[src/rtl/seg7_pkg.sv]
// Shared 7-segment constants, timer state encoding and BCD decoder.
package seg7_pkg;

  localparam logic [7:0] SEG_0     = 8'hFC;
  localparam logic [7:0] SEG_1     = 8'h60;
  localparam logic [7:0] SEG_2     = 8'hDA;
  localparam logic [7:0] SEG_3     = 8'hF2;
  localparam logic [7:0] SEG_4     = 8'h66;
  localparam logic [7:0] SEG_5     = 8'hB6;
  localparam logic [7:0] SEG_6     = 8'hBE;
  localparam logic [7:0] SEG_7     = 8'hE0;
  localparam logic [7:0] SEG_8     = 8'hFE;
  localparam logic [7:0] SEG_9     = 8'hF6;
  // dp only: a visible marker should an impossible digit ever appear
  localparam logic [7:0] SEG_BLANK = 8'h01;

  typedef enum logic [1:0] {IDLE, RUN, PAUSE} sw_state_t;

  function automatic logic [7:0] bcd_to_seg(input logic [3:0] d);
    case (d)
      4'd0:    bcd_to_seg = SEG_0;
      4'd1:    bcd_to_seg = SEG_1;
      4'd2:    bcd_to_seg = SEG_2;
      4'd3:    bcd_to_seg = SEG_3;
      4'd4:    bcd_to_seg = SEG_4;
      4'd5:    bcd_to_seg = SEG_5;
      4'd6:    bcd_to_seg = SEG_6;
      4'd7:    bcd_to_seg = SEG_7;
      4'd8:    bcd_to_seg = SEG_8;
      4'd9:    bcd_to_seg = SEG_9;
      default: bcd_to_seg = SEG_BLANK;
    endcase
  endfunction

endpackage

[src/rtl/stopwatch_up_if.sv]
// Button pulses in, status flags and multiplexed 7-segment bus out.
interface stopwatch_up_if;
  logic       start;
  logic       stop;
  logic       clear;
  logic       running;
  logic       overflow;
  logic [3:0] seg_en;
  logic [7:0] seg_out;

  modport master (output start, stop, clear,
                  input  running, overflow, seg_en, seg_out);
  modport slave  (input  start, stop, clear,
                  output running, overflow, seg_en, seg_out);
endinterface

[src/rtl/seg7_scan4.sv]
// Four-digit 7-segment scanner; enable and segments share one register stage.
module seg7_scan4
  import seg7_pkg::*;
#(
  parameter int SCAN_DIV = 100_000
) (
  input  logic            clk,
  input  logic            rst,
  input  logic [3:0][3:0] i_digits,
  input  logic [3:0]      i_dp,
  output logic [3:0]      o_seg_en,
  output logic [7:0]      o_seg_out
);

  localparam int SW = (SCAN_DIV > 1) ? $clog2(SCAN_DIV) : 1;
  localparam logic [SW-1:0] SCAN_LAST = SW'(SCAN_DIV - 1);

  logic [SW-1:0] r_scan;
  logic [1:0]    r_idx;
  logic [3:0]    r_seg_en;
  logic [7:0]    r_seg_out;

  always_ff @(posedge clk or posedge rst) begin
    if (rst) begin
      r_scan    <= '0;
      r_idx     <= '0;
      r_seg_en  <= 4'b0001;
      r_seg_out <= SEG_0;
    end else begin
      if (r_scan == SCAN_LAST) begin
        r_scan <= '0;
        r_idx  <= r_idx + 2'd1;
      end else begin
        r_scan <= r_scan + SW'(1);
      end
      r_seg_en  <= 4'b0001 << r_idx;
      r_seg_out <= bcd_to_seg(i_digits[r_idx]) | {7'b0, i_dp[r_idx]};
    end
  end

  assign o_seg_en  = r_seg_en;
  assign o_seg_out = r_seg_out;

endmodule

[src/rtl/stopwatch_up.sv]
// MM:SS count-up stopwatch with sticky rollover flag and scanned 7-seg display.
module stopwatch_up
  import seg7_pkg::*;
#(
  parameter int TICK_DIV = 100_000_000,
  parameter int SCAN_DIV = 100_000
) (
  input  logic           clk,
  input  logic           rst,
  stopwatch_up_if.slave  sw
);

  localparam int PW = (TICK_DIV > 1) ? $clog2(TICK_DIV) : 1;
  localparam logic [PW-1:0] PRE_LAST = PW'(TICK_DIV - 1);

  sw_state_t       r_state;
  logic [PW-1:0]   r_presc;
  logic [3:0][3:0] r_d;       // {min_tens, min_ones, sec_tens, sec_ones}
  logic            r_ovf;
  logic            r_running;
  logic            w_tick;

  assign w_tick = (r_state == RUN) && (r_presc == PRE_LAST);

  always_ff @(posedge clk or posedge rst) begin
    if (rst) begin
      r_state   <= IDLE;
      r_presc   <= '0;
      r_d       <= '0;
      r_ovf     <= 1'b0;
      r_running <= 1'b0;
    end else if (sw.clear) begin
      // clear beats a coincident wrap tick, so overflow stays low
      r_state   <= IDLE;
      r_presc   <= '0;
      r_d       <= '0;
      r_ovf     <= 1'b0;
      r_running <= 1'b0;
    end else begin
      if (r_state == RUN)
        r_presc <= w_tick ? '0 : r_presc + PW'(1);

      if (w_tick) begin
        if (r_d[0] == 4'd9) begin
          r_d[0] <= 4'd0;
          if (r_d[1] == 4'd5) begin
            r_d[1] <= 4'd0;
            if (r_d[2] == 4'd9) begin
              r_d[2] <= 4'd0;
              if (r_d[3] == 4'd5) begin
                r_d[3] <= 4'd0;
                r_ovf  <= 1'b1;
              end else begin
                r_d[3] <= r_d[3] + 4'd1;
              end
            end else begin
              r_d[2] <= r_d[2] + 4'd1;
            end
          end else begin
            r_d[1] <= r_d[1] + 4'd1;
          end
        end else begin
          r_d[0] <= r_d[0] + 4'd1;
        end
      end

      case (r_state)
        RUN: if (sw.stop) begin
          r_state   <= PAUSE;
          r_running <= 1'b0;
        end
        IDLE, PAUSE: if (sw.start && !sw.stop) begin
          r_state   <= RUN;
          r_running <= 1'b1;
        end
        default: begin
          r_state   <= IDLE;
          r_running <= 1'b0;
        end
      endcase
    end
  end

  seg7_scan4 #(.SCAN_DIV(SCAN_DIV)) u_scan (
    .clk       (clk),
    .rst       (rst),
    .i_digits  (r_d),
    .i_dp      (4'b0100),
    .o_seg_en  (sw.seg_en),
    .o_seg_out (sw.seg_out)
  );

  assign sw.running  = r_running;
  assign sw.overflow = r_ovf;

endmodule

[src/flat_wrapper.sv]
// flat-port wrapper written by rule: the top's interface ports become plain ports
module stopwatch_up_flat import seg7_pkg::*;
#(
  parameter int TICK_DIV = 100_000_000,
  parameter int SCAN_DIV = 100_000
)
  (clk, rst, sw_start, sw_stop, sw_clear, sw_running, sw_overflow, sw_seg_en, sw_seg_out);
  stopwatch_up_if sw_i ();
  input  logic clk;
  input  logic rst;
  input wire logic [$bits(sw_i.start)-1:0] sw_start;
  input wire logic [$bits(sw_i.stop)-1:0] sw_stop;
  input wire logic [$bits(sw_i.clear)-1:0] sw_clear;
  output wire logic [$bits(sw_i.running)-1:0] sw_running;
  output wire logic [$bits(sw_i.overflow)-1:0] sw_overflow;
  output wire logic [$bits(sw_i.seg_en)-1:0] sw_seg_en;
  output wire logic [$bits(sw_i.seg_out)-1:0] sw_seg_out;
  assign sw_i.start = sw_start;
  assign sw_i.stop = sw_stop;
  assign sw_i.clear = sw_clear;
  assign sw_running = sw_i.running;
  assign sw_overflow = sw_i.overflow;
  assign sw_seg_en = sw_i.seg_en;
  assign sw_seg_out = sw_i.seg_out;
  stopwatch_up #(.TICK_DIV(TICK_DIV), .SCAN_DIV(SCAN_DIV)) u_core (.clk(clk), .rst(rst), .sw(sw_i));
endmodule
[config.mk]
export PLATFORM = sky130hd
export DESIGN_NAME = stopwatch_up_flat
export DESIGN_NICKNAME = d
export VERILOG_FILES = /design/src/rtl/seg7_pkg.sv /design/src/rtl/stopwatch_up_if.sv /design/src/rtl/seg7_scan4.sv /design/src/rtl/stopwatch_up.sv /design/src/flat_wrapper.sv
export SDC_FILE = /design/constraint.sdc
export NUM_CORES = 1
export LEC_CHECK = 0
export CORE_MARGIN = 2
export CORE_UTILIZATION = 36
export CTS_BUF_LIST = sky130_fd_sc_hd__clkbuf_4
export DETAILED_ROUTE_END_ITERATION = 8
export PLACE_DENSITY = 0.62
export SLEW_MARGIN = 5
export SYNTH_ARGS = -nofsm -noshare
export SYNTH_HDL_FRONTEND = slang
export SYNTH_SLANG_ARGS = --single-unit
[constraint.sdc]
create_clock -name clk -period 5.1 [get_ports clk]
set_input_delay 0.765 -clock clk [delete_from_list [all_inputs] [get_ports clk]]
set_output_delay 0.765 -clock clk [all_outputs]
set_load 0.03 [all_outputs]
-- After elaboration in Yosys (flattened, before gate mapping)
Memory sizes are Yosys's and may differ from the RTL's.
Cells that the tools add are included.
- bits in registers: 78
- bits in read-only memories: 128
- bits of input ports: 5
- output and inout bits: 14
- memories kept: 1
- memory list (memory ; depth ; bits a word ; rd ports ; clocked after Yosys merged registers in ; write ports ; RTL line ; source):
    (no name shown) ; 16 ; 8 ; 1 ; 0 ; 0 ; seg7_pkg.sv:20 ; case (d)
- add/subtract/negate cells: 7
- order comparisons: 1
- equality and inequality tests: 10
- shifts and indexed selects: 1
- muxes and demuxes: 31
- bitwise gates (word level): 1
- reduce and logical (&&, ||, !) cells: 16
- operators with widths (operator ; count):
    27-bit two-way mux ; 3
    16-bit two-way mux ; 2
    27-bit by 1-bit adder with 27-bit output, second input constant ; 1
    27-bit equality test, second input constant ; 1
    4-bit two-way mux ; 6
    17-bit by 1-bit adder with 17-bit output, second input constant ; 1
    17-bit equality test, second input constant ; 1
    17-bit two-way mux ; 1
    4-bit by 1-bit adder with 4-bit output, second input constant ; 4
    12-bit two-way mux ; 1
    2-bit nonzero test ; 6
    1-bit two-way mux ; 10
    4-bit binary-select mux with 2-bit select ; 1
    4-bit by 3-bit equality test with 1-bit output, second input constant ; 2
    4-bit equality test, second input constant ; 2
    8-bit two-way mux ; 1
    8-bit by 1-bit OR with 8-bit output ; 1
    2-bit two-way mux ; 3
    5-bit AND reduction ; 1
    2-bit case mux with 2 select lines ; 1
    2-bit AND reduction ; 2
    4-bit AND reduction ; 1
    1-bit by 2-bit left shift with 4-bit output, first input constant ; 1
    2-bit by 3-bit < comparator with 1-bit output, second input constant ; 1
    other kinds (12) ; 13

-- Logic depth before layout (Yosys ltp)
Gate-level depths: netlist of the first run.
- depth in word-level cells: 7
- mapped depth: 8
- gate-level depth less buffers: 7

-- By module
From an unflattened synthesis of the first run, not the netlist that was laid out.
- cells, all modules: 436
- area total of the unflattened synthesis: 4367.9 um^2
- by module, submodules not included (module ; instances ; cells each ; area each (um^2)):
    stopwatch_up ; 1 ; 302 ; 2790.2
    seg7_scan4 ; 1 ; 134 ; 1577.8

-- Worst setup path after synthesis of the first run
No wires, ideal clock.
- path kind: input to register
- start: in sw_clear
- end: reg u_core.r_d[14] (netlist name)
- library setup time: 0.123 ns
- arrival time: 2.118 ns
- required time: 4.977 ns
- path slack: 2.859 ns
- cell stages on the path: 6
- path buffers: 1
- cells stage by stage: clkbuf_1 inv_1 o21ai_0 and2_1 or4b_1 o2bb2ai_1
- word-level cells in the longest chain between the ends: 2
- elaborated cells between the ends (all ways): 6
- those cells by class: mux (1); reduce/logical (5)
- RTL lines (item ; RTL line ; source):
    start: declaration ; flat_wrapper.sv:13 ; input wire logic [$bits(sw_i.clear)-1:0] sw_clear;
    2-bit nonzero test (no source line) ; -- ;
    4-bit AND reduction (no source line) ; -- ;
    end: declaration ; stopwatch_up.sv:18 ; logic [3:0][3:0] r_d;
Several ways; a longest one is shown, not always the timed one.
A chain may end at the register's enable or synchronous reset.

-- Final worst setup path of the first run
Ends and elaborated chain as after synthesis.

==> flow_metrics.py, run 1 <==
metrics = {
    "outcome": {
        "run_status": "finished clean",
    },
    "clock_tree": {
        "cts_tree": "yes",
        "cts_made_buffers": 9,
        "root_buffer": "clkbuf_4",
        "cts_resized": 0,
        "clock_path_buffers": 2,
        "cts_setup_buffers": 0,
        "clock_sinks": 77,
        "path_clk_slew_ns": 0.13,
        "insertion_delay_ns": 0.44,
        "hold_buffers": 0,
        "h-tree-depth": 3,
    },
    "grt": {
        "grt_max_degree": 41,
        "antenna_found_initial": 0,
        "overflow": 0,
        "grt_pass1_vias": 2796,
        "grt_pass1_wl_um": 13200,
        "track_usage_pct": 14.3,
    },
    "synth": {
        "yosys.area.top_type": "dfrtp_1",
        "synth_top_area_share_pct": 43.9,
        "yosysMostFrequentCell": "dfrtp_1",
        "synthTopCellsByArea": "dfrtp_1, ha_1, xnor2_1, dfstp_2, nor2_1",
        "synth_nets": 420,
        "synthTopCellsByCount": "dfrtp_1, nor2_1, nand2_1, xnor2_1, inv_1",
        "synth_top_flop_cell": "dfrtp_1",
        "ys_types": 49,
        "ys_seq_area_share_pct": 48.5,
        "synthesis.instances": 395,
        "ys_warn_count": 0,
        "avgSynthCellArea_um2": 10.1,
        "ys_async_sr_fraction_pct": 100,
        "synth_edf_count": 0,
        "netlist_area_um2": 3990,
        "ys_seq_elements": 77,
    },
    "placed_design": {
        "dp.final_hpwl_um": 5250,
        "post_dp_cell_area_um2": 4320,
        "port_buffers": 18,
        "preCtsSetupSlack_ns": 1.94,
        "place_congestion": 0.800,
    },
    "cells_and_area": {
        "nNetsFinal": 441,
        "utilization_pct": 41.1,
        "drive_gt1_share_pct": 9.74,
        "num_antenna_cells": 0,
        "syn2layout_area_growth_pct": 11.6,
        "design_area_um2": 4450,
    },
    "timing": {
        "relSlewSlack_pct": 31.9,
        "setup_viol": 0,
        "fmax_ghz": 0.366,
        "rsz0062_at_grt": "false",
        "whs_ns": 0.493,
        "period_minus_slack_ns": 2.73,
        "drv_slew": 0,
        "hold_viol_final": 0,
        "layout_setup_ws_ns": 2.37,
        "max_slew.worst_pin.slew_ns": 1.01,
        "clock_skew_ns": 0.0276,
        "tns_ns": 0,
        "finalCritPeriodShare_pct": 53.5,
    },
    "routing": {
        "post-route-drc-count": 0,
        "wire_per_inst_um": 13.8,
        "ant_nets": 0,
        "viasPerCell": 5.12,
        "drt_pass1_iterations": 4,
        "via_count": 2875,
        "drt_iter0_markers": 169,
        "postRouteWirelength_um": 7720,
    },
    "die": {
        "core_area_um2": 10800,
        "die_height_um": 109,
        "rows": 38,
        "initial_core_util_pct": 36.8,
        "ioPinCount": 19,
        "die_w_um": 109,
        "die_area_um2": 11900,
    },
    "flow_run": {
        "max-cap-violations": 0,
    },
    "worst_setup_path": {
        "critPathCaptureType": "flip-flop",
        "cpLargestDelayFamily": "buffers and inverters",
        "reg2reg_slack_ns": 2.58,
        "crit_arrival_ns": 3.07,
        "crit_slowest_cell": "clkdlybuf4s50_1",
        "crit_path_end": "u_core.r_d[14]",
        "r2r-start": "u_core.r_presc[17]",
        "crit_type": "input pin to flip-flop",
        "r2r-end": "u_core.r_d[13]",
        "cp.depth": 6,
        "path_buf_inv": 2,
        "required_ns": 5.44,
        "startpoint_type": "input pin",
        "crit_fanout": 17,
        "crit_start": "sw_clear",
        "path_cells": "clkdlybuf4s50_1, inv_1, o21ai_0, and2_1, or4b_1, o2bb2ai_1",
        "ff2ff_path_depth": 5,
        "cpPeakStageDelay_ns": 0.85,
    },
    "min_path": {
        "hp-class": "flip-flop to flip-flop",
    },
    "pwr": {
        "powerDensity_nw_per_um2": 253,
        "p_leak_uw": 0.00187,
        "peakVddDrop_mv": 0.189,
    },
}
==> worst register-to-register path: stages (launching register included) <==
cell	delay (ns)
dfrtp_1	0.45
nor4b_2	0.39
nand4_2	0.22
o41ai_4	0.66
nand3_1	0.34
mux2_2	0.35
==> how the worst min path moves through the flow <==
| stage | to | cells after the start | slack [ns] | start |
|---|---|---|---|---|
| after floorplan | u_core.u_scan.r_scan[0] | 1 | 0.45 | u_core.u_scan.r_scan[0] |
| after global placement | u_core.u_scan.r_scan[14] | 1 | 0.48 | u_core.u_scan.r_scan[14] |
| after detailed placement | u_core.u_scan.r_scan[0] | 1 | 0.49 | u_core.u_scan.r_scan[0] |
| after CTS | u_core.u_scan.r_scan[0] | 1 | 0.50 | u_core.u_scan.r_scan[0] |
| after global routing | u_core.u_scan.r_scan[0] | 1 | 0.52 | u_core.u_scan.r_scan[0] |
| final | u_core.u_scan.r_scan[0] | 1 | 0.49 | u_core.u_scan.r_scan[0] |
==> logic make-up after synthesis <==
logic type / count (synthesis) / share of synthesized area [%]
simple gates: 160 / 20.3
flops: 77 / 48.5
compound gates: 59 / 9.78
xor+xnor: 37 / 8.12
buf+inv: 32 / 3.10
fa+ha+maj: 20 / 6.27
mux: 10 / 3.89
==> per-stage QoR <==
stage | cells | total power [µW]
detailed placement | 545 | 772
CTS | 561 | 1150
global route | 561 | 1180
global placement | 545 | 769
floorplan | 395 | 738
finish | 561 | 1130
==> flip-flops by register name, indices dropped and copies added (netlist names) <==
register and cells:
u_core.u_scan.o_seg_out 8, u_core.sw.overflow 1, u_core.r_d 16, u_core.r_presc 27, u_core.u_scan.o_seg_en 4, u_core.r_state 2, u_core.u_scan.r_scan 17, u_core.u_scan.r_idx 2
==> layer usage <==
| layer | share of wire (%) | global-route usage [%] | up-vias |
|---|---|---|---|
| met5 | 0 | 0 | - |
| met4 | 1.9 | 6.78 | 0 |
| li1 | - | - | 1425 |
| met2 | 44 | 21.0 | 47 |
| met1 | 49 | 19.8 | 1392 |
| met3 | 4.2 | 3.68 | 11 |
==> cells in the final DEF, fill, tap and decap left out, types with 10 or more instances in the layout <==
cell type	n
a21oi_1	15
clkbuf_4	11
clkdlybuf4s50_1	18
dfrtp_1	70
ha_1	20
inv_1	21
nand2_1	31
nand3_1	19
nor2_1	49
nor3_1	10
o21ai_0	21
xnor2_1	24
xor2_1	13
==> final cells by class <==
cell class	count	area, µm²
Inverter	22	82.6
Clock inverter	5	51.3
Fill cell	1056	6390
Sequential cell	77	1940
Clock buffer	11	82.6
Multi-Input combinational cell	286	1930
Tap cell	140	175
Timing Repair Buffer	20	195
==> power by group <==
part,switching [µW],leakage [µW],internal [µW]
Combinational,50.8,0.000771,39.7
Sequential,37.6,0.00102,632
Clock,211,0.0000759,158
Total,299,0.00187,830
(Power assumes the default switching activity.)
==> run 2: changes to the inputs <==
==> constraint.sdc (replaced) <==
create_clock -name clk -period 2.8 [get_ports clk]
set_input_delay 0.42 -clock clk [delete_from_list [all_inputs] [get_ports clk]]
set_output_delay 0.42 -clock clk [all_outputs]
set_load 0.03 [all_outputs]
==> flow_metrics.py, run 2 (synthesized netlist as in run 1, its figures left out) <==
metrics = {
    "timing": {
        "period_minus_slack_ns": 2.46,
        "finalCritPeriodShare_pct": 88.0,
        "fmax_ghz": 0.406,
        "max_slew.worst_pin.slew_ns": 0.899,
        "drv_slew": 0,
        "rsz0062_at_grt": "false",
        "tns_ns": 0,
        "layout_setup_ws_ns": 0.335,
        "setup_viol": 0,
        "relSlewSlack_pct": 40.0,
        "hold_viol_final": 0,
        "clock_skew_ns": 0.0142,
    },
    "cells_and_area": {
        "syn2layout_area_growth_pct": 13.9,
        "num_antenna_cells": 0,
        "layoutNonFillerInstCount": 564,
        "largest_register_ffs": 27,
        "reg_top3": "u_core.r_presc: 27 flops, u_core.u_scan.r_scan: 17 flops, u_core.r_d: 16 flops",
        "top_register": "u_core.r_presc",
        "utilization_pct": 41.9,
        "drive_gt1_share_pct": 10.8,
        "final_common_cell": "dfrtp_1",
        "nNetsFinal": 444,
        "mostFrequentLayoutCells": "dfrtp_1, nor2_1, nand2_1",
    },
    "die": {
        "die_height_um": 109,
        "die_w_um": 109,
        "ioPinCount": 19,
        "die_area_um2": 11900,
        "initial_core_util_pct": 36.8,
        "rows": 38,
        "core_area_um2": 10800,
    },
    "grt": {
        "grt_pass1_vias": 2790,
        "busiest_layer": "met2",
        "overflow": 0,
        "gr-usage-met3_pct": 2.61,
        "grt_pass1_wl_um": 13500,
        "grt_max_degree": 78,
        "grt_use_met1_pct": 19.5,
        "antenna_found_initial": 0,
        "met2_usage_pct": 22.4,
        "track_usage_pct": 14.5,
    },
    "pwr": {
        "p_leak_uw": 0.00191,
        "peakVddDrop_mv": 0.251,
        "powerDensity_nw_per_um2": 496,
    },
    "placed_design": {
        "port_buffers": 18,
        "preCtsSetupSlack_ns": 0.351,
        "dp.final_hpwl_um": 5230,
        "place_congestion": 0.864,
        "place_inst": 548,
    },
    "clock_tree": {
        "clock_path_buffers": 2,
        "insertion_delay_ns": 0.46,
        "hold_buffers": 0,
        "h-tree-depth": 3,
        "clock_sinks": 77,
        "path_clk_slew_ns": 0.13,
        "cts_resized": 0,
        "root_buffer": "clkbuf_4",
        "cts_tree": "yes",
        "cts_setup_buffers": 0,
        "cts_made_buffers": 9,
    },
    "worst_setup_path": {
        "startpoint_type": "flip-flop",
        "required_ns": 3.14,
        "crit_type": "flip-flop to flip-flop",
        "reg2reg_slack_ns": 0.34,
        "critPathCaptureType": "flip-flop",
        "crit_fanout": 29,
        "crit_arrival_ns": 2.81,
    },
    "min_path": {
        "hp-class": "input pin to asynchronous set/reset pin",
    },
    "outcome": {
        "run_status": "finished clean",
    },
    "routing": {
        "viasPerCell": 5.10,
        "drt_pass1_iterations": 4,
        "via_count": 2877,
        "post-route-drc-count": 0,
        "ant_nets": 0,
        "drt_iter0_markers": 148,
        "postRouteWirelength_um": 7710,
        "wire_per_inst_um": 13.7,
    },
    "flow_run": {
        "max-cap-violations": 0,
    },
}
run 2: changes by cell type in the layout (fill, tap and decap cells not counted), sizes merged:
cell      delta
clkinv       -1
clkinvlp     +1
buf          +3
clkbuf       -2
bufinv       +2
run 2: layer usage:
layer | wire (µm) | vias to the layer above
met4 | 160 | 0
met1 | 3800 | 1381
met3 | 273 | 16
met2 | 3480 | 43
met5 | 0 | -
li1 | - | 1437
run 2: area by class of cell:
type                       instances  area (µm²)
multi-input combinational        286        1930
clock buffer                       9        67.6
sequential                        77        1940
tap                              140         175
fill                            1044        6290
inverter                          22        82.6
clock inverter                     7         124
timing repair buffer              23         230
run 2: where the power goes:
part           switching (µW)  leakage [µW]  internal (µW)
combinational            93.9      0.000790           75.3
clock                     416     0.0000963            455
sequential               62.3       0.00102           1150
run 2: worst paths after layout:
check / cells past startpoint / endpoint / start
worst min-delay path: 3 / u_core.r_d[11] / rst
worst max-delay path: 6 / u_core.r_d[4] / u_core.r_presc[17]
min in group clk: 1 / u_core.u_scan.r_scan[0] / u_core.u_scan.r_scan[0]
worst max register to register: 6 / u_core.r_d[4] / u_core.r_presc[17]
max in group asynchronous: 3 / u_core.u_scan.o_seg_en[0] / rst
worst min register to register: 1 / u_core.u_scan.r_scan[0] / u_core.u_scan.r_scan[0]
run 2: critical path: stages (launching register included):
cell and delay [ns]:
dfrtp_1 0.46, nor4b_2 0.35, nand4_2 0.21, o41ai_4 0.52
buf_4 0.40, nand2_1 0.13, mux2_2 0.30
run 2: stage by stage:
stage	hold slack [ns]	total power [µW]	instance area (µm²)
finish	0.344	2250	4550
global route	0.390	2360	4550
CTS	0.378	2280	4550
detailed placement	0.479	1410	4360
global placement	0.476	1400	4360
floorplan	0.455	1340	3990
